**src/rtl/hero_write_rx.sv**
```systemverilog
// Hero write bus receiver: rebuilds sampled beats into transactions, buffers them
// in a FIFO with last/abort marking, and reports overflow, illegal and over-length errors.
module hero_write_rx #(
  parameter int DEPTH     = 8,
  parameter int MAX_BEATS = 16,
  parameter int CNT_W     = 16,
  localparam int IDX_W    = $clog2(MAX_BEATS + 1)
) (
  input  logic             clk,
  input  logic             rst_n,
  input  logic [45:0]      hero_write,
  output logic             out_vld,
  input  logic             out_rdy,
  output logic [35:0]      out_dat,
  output logic [6:0]       out_sub,
  output logic             out_last,
  output logic             out_abort,
  output logic [IDX_W-1:0] out_beat_idx,
  output logic             err_overflow,
  output logic             err_illegal,
  output logic             err_too_long,
  output logic [CNT_W-1:0] txn_cnt
);

  localparam int PTR_W = (DEPTH > 1) ? $clog2(DEPTH) : 1;
  localparam int CNT_FW = $clog2(DEPTH + 1);

  typedef enum logic [1:0] {
    CT_IDLE    = 2'd0,
    CT_VALID   = 2'd1,
    CT_DONE    = 2'd2,
    CT_ILLEGAL = 2'd3
  } cycle_type_e;

  typedef enum logic [1:0] {
    S_IDLE,
    S_IN_TXN,
    S_DROP
  } state_e;

  typedef struct packed {
    logic [35:0]      dat;
    logic [6:0]       sub;
    logic             last;
    logic             abort;
    logic [IDX_W-1:0] idx;
  } entry_t;

  cycle_type_e cycle_type;
  logic [35:0] wdat;
  logic [6:0]  sub;
  logic        clk_en;

  assign cycle_type = cycle_type_e'(hero_write[45:44]);
  assign wdat       = hero_write[43:8];
  assign sub        = hero_write[7:1];
  assign clk_en     = hero_write[0];

  state_e            state, state_nxt;
  logic [IDX_W-1:0]  beat_cnt, beat_cnt_nxt;
  logic [PTR_W-1:0]  wr_ptr, rd_ptr;
  logic [CNT_FW-1:0] count;
  entry_t            mem [DEPTH];

  logic   is_beat, is_done, is_illegal, full, push, pop, txn_inc;
  logic   ovf_nxt, ill_nxt, long_nxt;
  entry_t push_entry, beat_entry, marker_entry, head;

  assign is_beat    = clk_en && (cycle_type == CT_VALID || cycle_type == CT_DONE);
  assign is_done    = cycle_type == CT_DONE;
  assign is_illegal = clk_en && (cycle_type == CT_ILLEGAL);
  // The last slot is held back so an abort marker always has room.
  assign full       = count >= CNT_FW'(DEPTH - 1);
  assign pop        = out_vld && out_rdy;

  assign beat_entry   = '{dat: wdat, sub: sub, last: is_done, abort: 1'b0, idx: beat_cnt};
  assign marker_entry = '{dat: '0, sub: '0, last: 1'b1, abort: 1'b1, idx: beat_cnt};

  always_comb begin
    // NOTE: every output of this block gets a default first, so no path can infer a latch.
    state_nxt    = state;
    beat_cnt_nxt = beat_cnt;
    push         = 1'b0;
    push_entry   = beat_entry;
    txn_inc      = 1'b0;
    ovf_nxt      = 1'b0;
    ill_nxt      = is_illegal;
    long_nxt     = 1'b0;
    unique case (state)
      S_IDLE: begin
        if (is_beat) begin
          if (full) begin
            ovf_nxt = 1'b1;
            if (!is_done) state_nxt = S_DROP;
          end else begin
            push = 1'b1;
            if (is_done) begin
              txn_inc = 1'b1;
            end else begin
              state_nxt    = S_IN_TXN;
              beat_cnt_nxt = beat_cnt + IDX_W'(1);
            end
          end
        end
      end
      S_IN_TXN: begin
        if (is_beat) begin
          if (full || beat_cnt == IDX_W'(MAX_BEATS)) begin
            ovf_nxt    = full;
            long_nxt   = !full;
            push       = 1'b1;
            push_entry = marker_entry;
            state_nxt  = S_DROP;
          end else begin
            push = 1'b1;
            if (is_done) begin
              txn_inc      = 1'b1;
              state_nxt    = S_IDLE;
              beat_cnt_nxt = '0;
            end else begin
              beat_cnt_nxt = beat_cnt + IDX_W'(1);
            end
          end
        end else if (is_illegal) begin
          push         = 1'b1;
          push_entry   = marker_entry;
          state_nxt    = S_IDLE;
          beat_cnt_nxt = '0;
        end
      end
      S_DROP: begin
        if (is_beat && is_done) begin
          state_nxt    = S_IDLE;
          beat_cnt_nxt = '0;
        end
      end
      default: begin
        state_nxt    = S_IDLE;
        beat_cnt_nxt = '0;
      end
    endcase
  end

  // NOTE: sequential state uses non-blocking assignments so every register samples pre-edge values.
  always_ff @(posedge clk or negedge rst_n) begin
    if (!rst_n) begin
      state        <= S_IDLE;
      beat_cnt     <= '0;
      wr_ptr       <= '0;
      rd_ptr       <= '0;
      count        <= '0;
      txn_cnt      <= '0;
      err_overflow <= 1'b0;
      err_illegal  <= 1'b0;
      err_too_long <= 1'b0;
    end else begin
      state        <= state_nxt;
      beat_cnt     <= beat_cnt_nxt;
      err_overflow <= ovf_nxt;
      err_illegal  <= ill_nxt;
      err_too_long <= long_nxt;
      if (txn_inc) txn_cnt <= txn_cnt + CNT_W'(1);
      if (push) wr_ptr <= (wr_ptr == PTR_W'(DEPTH - 1)) ? '0 : wr_ptr + PTR_W'(1);
      if (pop)  rd_ptr <= (rd_ptr == PTR_W'(DEPTH - 1)) ? '0 : rd_ptr + PTR_W'(1);
      if (push && !pop)      count <= count + CNT_FW'(1);
      else if (pop && !push) count <= count - CNT_FW'(1);
    end
  end

  // NOTE: storage is not reset; the empty flag gates every read so stale entries never escape.
  always_ff @(posedge clk) begin
    if (push) mem[wr_ptr] <= push_entry;
  end

  assign head         = mem[rd_ptr];
  assign out_vld      = count != '0;
  assign out_dat      = out_vld ? head.dat   : '0;
  assign out_sub      = out_vld ? head.sub   : '0;
  assign out_last     = out_vld ? head.last  : 1'b0;
  assign out_abort    = out_vld ? head.abort : 1'b0;
  assign out_beat_idx = out_vld ? head.idx   : '0;

endmodule

```
**config.mk**
```make
export PLATFORM = sky130hd
export DESIGN_NAME = hero_write_rx
export DESIGN_NICKNAME = d
export VERILOG_FILES = /design/src/rtl/hero_write_rx.sv
export SDC_FILE = /design/constraint.sdc
export NUM_CORES = 1
export LEC_CHECK = 0
export BUFFER_PORTS_ARGS = -buffer_cell sky130_fd_sc_hd__buf_2
export CAP_MARGIN = 20
export CORE_MARGIN = 3
export CORE_UTILIZATION = 40
export CTS_BUF_LIST = sky130_fd_sc_hd__clkbuf_16
export CTS_CLUSTER_SIZE = 20
export DETAILED_ROUTE_END_ITERATION = 6
export PLACE_DENSITY = 0.68
export SLEW_MARGIN = 20
export SYNTH_ARGS = -nofsm -noshare
export SYNTH_HDL_FRONTEND = slang
export SYNTH_SLANG_ARGS = --single-unit
```
**constraint.sdc**
```tcl
create_clock -name clk -period 7.25 [get_ports clk]
set_clock_uncertainty 0.2 [all_clocks]
set_input_delay 1.45 -clock clk [delete_from_list [all_inputs] [get_ports clk]]
set_output_delay 1.45 -clock clk [all_outputs]
set_load 0.02 [all_outputs]
```
Word-level counts from Yosys, hierarchy flattened

Memories as Yosys holds them, arrays and structs flattened.
Index checks and enable logic that the tools add are counted.

Mux-type cells: 53
Reduce and logical (&&, ||, !) cells: 16
Add/sub/neg operators: 6
Equal/unequal tests: 15
$lt $le $gt $ge: 1

Operators by type and width:

| cell                  | count |
|---|---|
| $mux 50               | 4 |
| $mux 5                | 9 |
| $mux 36               | 1 |
| $mux 1                | 20 |
| $mux 2                | 9 |
| $add 16x1->16 const B | 1 |
| $pmux 5 s3            | 1 |
| $mux 4                | 2 |
| $ne 2x2->1 const B    | 4 |
| $mux 7                | 1 |
| $add 3x1->3 const B   | 2 |
| $eq 2x2->1 const B    | 3 |
| $eq 3x3->1 const B    | 2 |
| $logic_and 1x1->1     | 6 |
| $mux 3                | 2 |
| $ne 3x3->1 const B    | 2 |
| $pmux 1 s2            | 3 |
| $pmux 2 s3            | 1 |
| $reduce_and 6->1      | 1 |
| $add 5x1->5 const B   | 1 |
| $eq 5x5->1 const B    | 1 |
| $reduce_and 5->1      | 1 |
| $add 4x1->4 const B   | 1 |
| $eq 2x1->1 const B    | 2 |
| 8 further kinds       | 11 |

Memories kept: 1
Output and inout bits: 70
Flip-flop bits (word level): 36
Logic and storage cells: 101
Input bits: 49
Memory bits (writable): 400

Memory list:

| memory | depth | bits a word | read ports | clocked after Yosys merged registers in | wr ports | RTL line | text |
|---|---|---|---|---|---|---|---|
| mem    | 8     | 50          | 1          | 0                                       | 1        | 63       | `entry_t mem [DEPTH];` |

Longest topological paths before layout

Word-level depth: 9
Mapped depth: 13

Worst setup path before layout

OpenSTA, ideal clock, no wires.

Path type: input to register
From: input hero_write[44]
To: memory mem[4][0] (netlist bit), enable pin
Stages: 7
Data required time: 6520 ps
Setup time: 530 ps
Arrival time: 6603 ps
Buffers on the path: 0
Slack: -83 ps
Path through: inv_1 ha_1 or3b_4 or2_2 a21oi_2 nand2b_1 nor3b_1

Cells in the longest elaborated chain, start to end: 7

RTL lines:

| element                                               | RTL line | text |
|---|---|---|
| start: declaration                                    | 11       | `input logic [45:0] hero_write,` |
| $eq 2x2->1, or another cell as far along              | 71       | `assign is_illegal = clk_en && (cycle_type == CT_ILLEGAL);` |
| $logic_and 1x1->1 or $logic_or 1x1->1 (tied branches) | 71, 69   |  |
| $mux 1 or $logic_and 1x1->1 (tied branches)           | 124, 69  |  |
| $mux 1, on equally long branches                      | 107, 91  |  |
| $pmux 1 s2 (*)                                        | 89       | `unique case (state)` |
| via push                                              | 65       | `logic is_beat, is_done, is_illegal, full, push, pop, txn_inc;` |
| $mux 1 (*)                                            | 172      | `if (push) mem[wr_ptr] <= push_entry;` |
| $mux 1 (not written as such) (*)                      | 172      |  |
| end: declaration                                      | 63       |  |

Mark *: on every way through the listed nets, which the timed path passes. The rest lies on a longest branch.

Worst setup path in the final report

From: register rd_ptr[1]
To: output out_sub[4]

Cells in the longest elaborated chain, start to end: 2

RTL lines:

| element                  | RTL line | text |
|---|---|---|
| start: declaration       | 61       | `logic [PTR_W-1:0] wr_ptr, rd_ptr;` |
| start signal: assignment | 164      | `if (pop) rd_ptr <= (rd_ptr == PTR_W'(DEPTH - 1)) ? '0 : rd_ptr + PTR_W'(1);` |
| $mem_v2 8x50             | n/a      |  |
| $mux 7                   | 178      | `assign out_sub = out_vld ? head.sub : '0;` |
| end: declaration         | 15       | `output logic [6:0] out_sub,` |

No other way between the ends.

==> run metrics <==
Hold-fix buffers, CTS=0; first-pass GRT wire length=53900 µm; CTS max path bufs=3; Die Area=approximately 46000 µm²; Ant. Diodes=0; worst min path class=register to register; Total GRT Usage=approximately 15%; number of remaining DRC errors=0; CTS tree=built; H-Tree Depth=2; post-synth net total=around 930; P_leak=6.98 nW; Syn Std Cell Area=around 17000 µm²; unrepaired setup endpoints after global routing=false; DR vias=8419; final hold vios=0; # setup viols final=0; Netlist cell types=43; layout cells sized above 1=a little under a third; FFs w/ async S/R, synth=just over 8%; largest net degree at the start of global routing=60; RePlAce Congestion=about 0.76; switching pwr=2.35 mW; endpoint class of the critical path=primary output; initial core utilization=40.9%; initial antenna violation count=2; DRT Pass-1 Iters=4; Final Max Tran Viols=0; grt total ovfl=0; Setup Buffers After CTS=0; Max FO, Critical Path=a little under 60; Seq/Total Area, Yosys=74.6%; worst hold slack=around 0.29 ns; Net Sw Frac=a little under a third; 1st-iter DRT viols=about 550; Skew-Pair Late Insertion Delay=approximately 0.56 ns; CTS Sinks=roughly 440; number of global-route vias before repair=between 9000 and 10000; flops & latches, synth=about 440; combinational power share=27.6%; Layout area overhead=15.9%; Startpoint Class=register; WHS Path Cells=1; root buffer cell=clkbuf_16; wirelength, routed=34200 µm; Cell Area, Placed=between 15000 and 20000 µm²; routed vias/inst=5.20; clock power share=between 20 and 30%; PwrDens=about 370 nW/µm²; fin area=approximately 20000 µm²; TNS Setup=0 ns; critical path class=register to primary output; MaxCap Viol Count=0; DR WL met3=1700 µm; status=completed; core footprint=roughly 42000 µm²; Slew @ Worst Pin=1.16 ns; DR WL/cell=between 20 and 25 µm; Die Width=between 200 and 250 µm; ys flop type=edfxtp_1; WP data required=5.60 ns; register share of total power=between 40% and 50%; PortBufs=approximately 120; Yosys warnings=0; R2R depth=6; post-cts sizing count=0; crit path DAT=between 3 and 4 ns; Layout Nets=between 1000 and 1500; DP HPWL=roughly 19000 µm; Std-Cell Rows=75; Top Metal Used=met4; # IOs=~120; Worst-path clk slew=~0.060 ns; Rel. slew slack=roughly 23%; Final Cycle Share=68.9%; Synth Area per Inst=roughly 20 µm²; VDD IR max=around 0.19 mV; Final min period=roughly 5.0 ns; M1 wire length=between 15000 and 20000 µm; EDFF count, synth=400; fmax=0.200 GHz; Syn Inst Count=between 800 and 900; P_int=between 5 and 6 mW; CTS Buf Count=between 40 and 50; Die H=approximately 210 µm; met2 wire len=16500 µm; DRT antenna net count=0
-- kinds of logic (layout without fill, tap and decap cells) --
kind of cell    after synthesis  in the layout  share of synthesized area (%)
compound gates               25             25                           1.05
xor+xnor                     19             19                          0.961
fa+ha+maj                    13             13                          0.983
buf+inv                      49            226                           1.13
flops                       436            436                           74.6
mux                         156            156                           16.3
simple gates                168            168                           5.04
-- worst paths after layout --
check	from	end	slack [ns]
setup / recovery	rd_ptr[1]$_DFFE_PN0P_	out_sub[4]	2.26
hold / removal	txn_cnt[15]$_DFFE_PN0P_	txn_cnt[15]$_DFFE_PN0P_	0.29
setup reg to reg	count[3]$_DFFE_PN0P_	mem[7][49]$_DFFE_PP_	3.66
hold reg to reg	txn_cnt[15]$_DFFE_PN0P_	txn_cnt[15]$_DFFE_PN0P_	0.29
max in group asynchronous	rst_n	rd_ptr[0]$_DFFE_PN0P_	5.44
min in group asynchronous	rst_n	state[1]$_DFFE_PN0P_	0.79
-- Yosys cell counts, types with 3 or more instances --
master      n  area share (%)
or2_2       4            0.14
nor2b_1    44             1.6
o21ai_0     4            0.12
a31oi_1     4            0.14
nor2_1     64             1.4
buf_1      11            0.24
inv_1      10            0.22
mux4_2    100              13
nor3b_1     3            0.13
nor3_1      8            0.23
buf_2       9            0.26
mux2i_1    51             2.9
mux2_2      5            0.33
nand2_1    14            0.30
xnor2_1    13            0.66
nand4_1     4            0.14
a21o_1      4            0.17
a21oi_1     6            0.17
nand2b_1    6            0.22
clkbuf_1   19            0.41
dfrtp_1    36             5.2
xor2_1      6            0.30
nand3_1     8            0.23
ha_1       12            0.87
edfxtp_1  400              69
-- power groups by stage --
stage               clock network (mW)  logic [mW]  registers, mW
floorplan                            0        1.67           3.02
global placement                     0        2.08           3.29
detailed placement                   0        2.09           3.30
CTS                               2.20        2.09           3.25
global route                      2.30        2.22           3.27
finish                            2.13        2.05           3.23
-- sequential cells by signal, indices dropped and copies added, names as in the netlist --
signal,flops
err_overflow,1
wr_ptr,3
err_illegal,1
rd_ptr,3
mem,400
err_too_long,1
txn_cnt,16
state,2
count,4
beat_cnt,5
-- layout make-up --
type | count | area (µm²)
clock inverters | 35 | 250
inverters | 10 | 37.5
multi-input cells | 381 | 4280
clock buffers | 45 | 1130
fillers | 3503 | 22300
flip-flops and latches | 436 | 12900
well taps | 577 | 722
repair buffers | 136 | 726
-- critical path, stage by stage (launching register included) --
cell and delay [ns]:
dfrtp_4 0.99, buf_4 0.68, mux4_2 0.42, mux2i_1 0.37, nor2_1 0.08, buf_2 0.18
-- per-layer routing --
metal,vias to the layer above,global-route usage (%)
met5,-,0
met4,0,4.08
met3,58,2.62
met2,229,24.5
met1,4380,21.5
li1,3752,-
-- placed cells by master, fill, tap and decap left out, types with 13 or more instances in the layout --
cell       instances
mux4_2           100
mux2i_1           51
nand2_1           14
edfxtp_1         400
clkbuf_16         45
nor2b_1           44
xnor2_1           13
buf_2            118
dfrtp_1           33
inv_1             24
nor2_1            62
buf_4             18
-- metrics by stage --
| step | utilization (%) | total power, mW | instances | worst slack [ns] |
|---|---|---|---|---|
| 6_report | 47.4 | 7.41 | 1620 | 2.26 |
| 5_1_grt | 47.4 | 7.79 | 1620 | 2.02 |
| 4_1_cts | 47.4 | 7.54 | 1620 | 2.10 |
| 3_5_place_dp | 44.2 | 5.39 | 1540 | 2.12 |
| 3_3_place_gp | 44.2 | 5.36 | 1540 | 2.15 |
| 2_1_floorplan | - | 4.69 | 866 | 0.212 |
(Power assumes the default switching activity.)
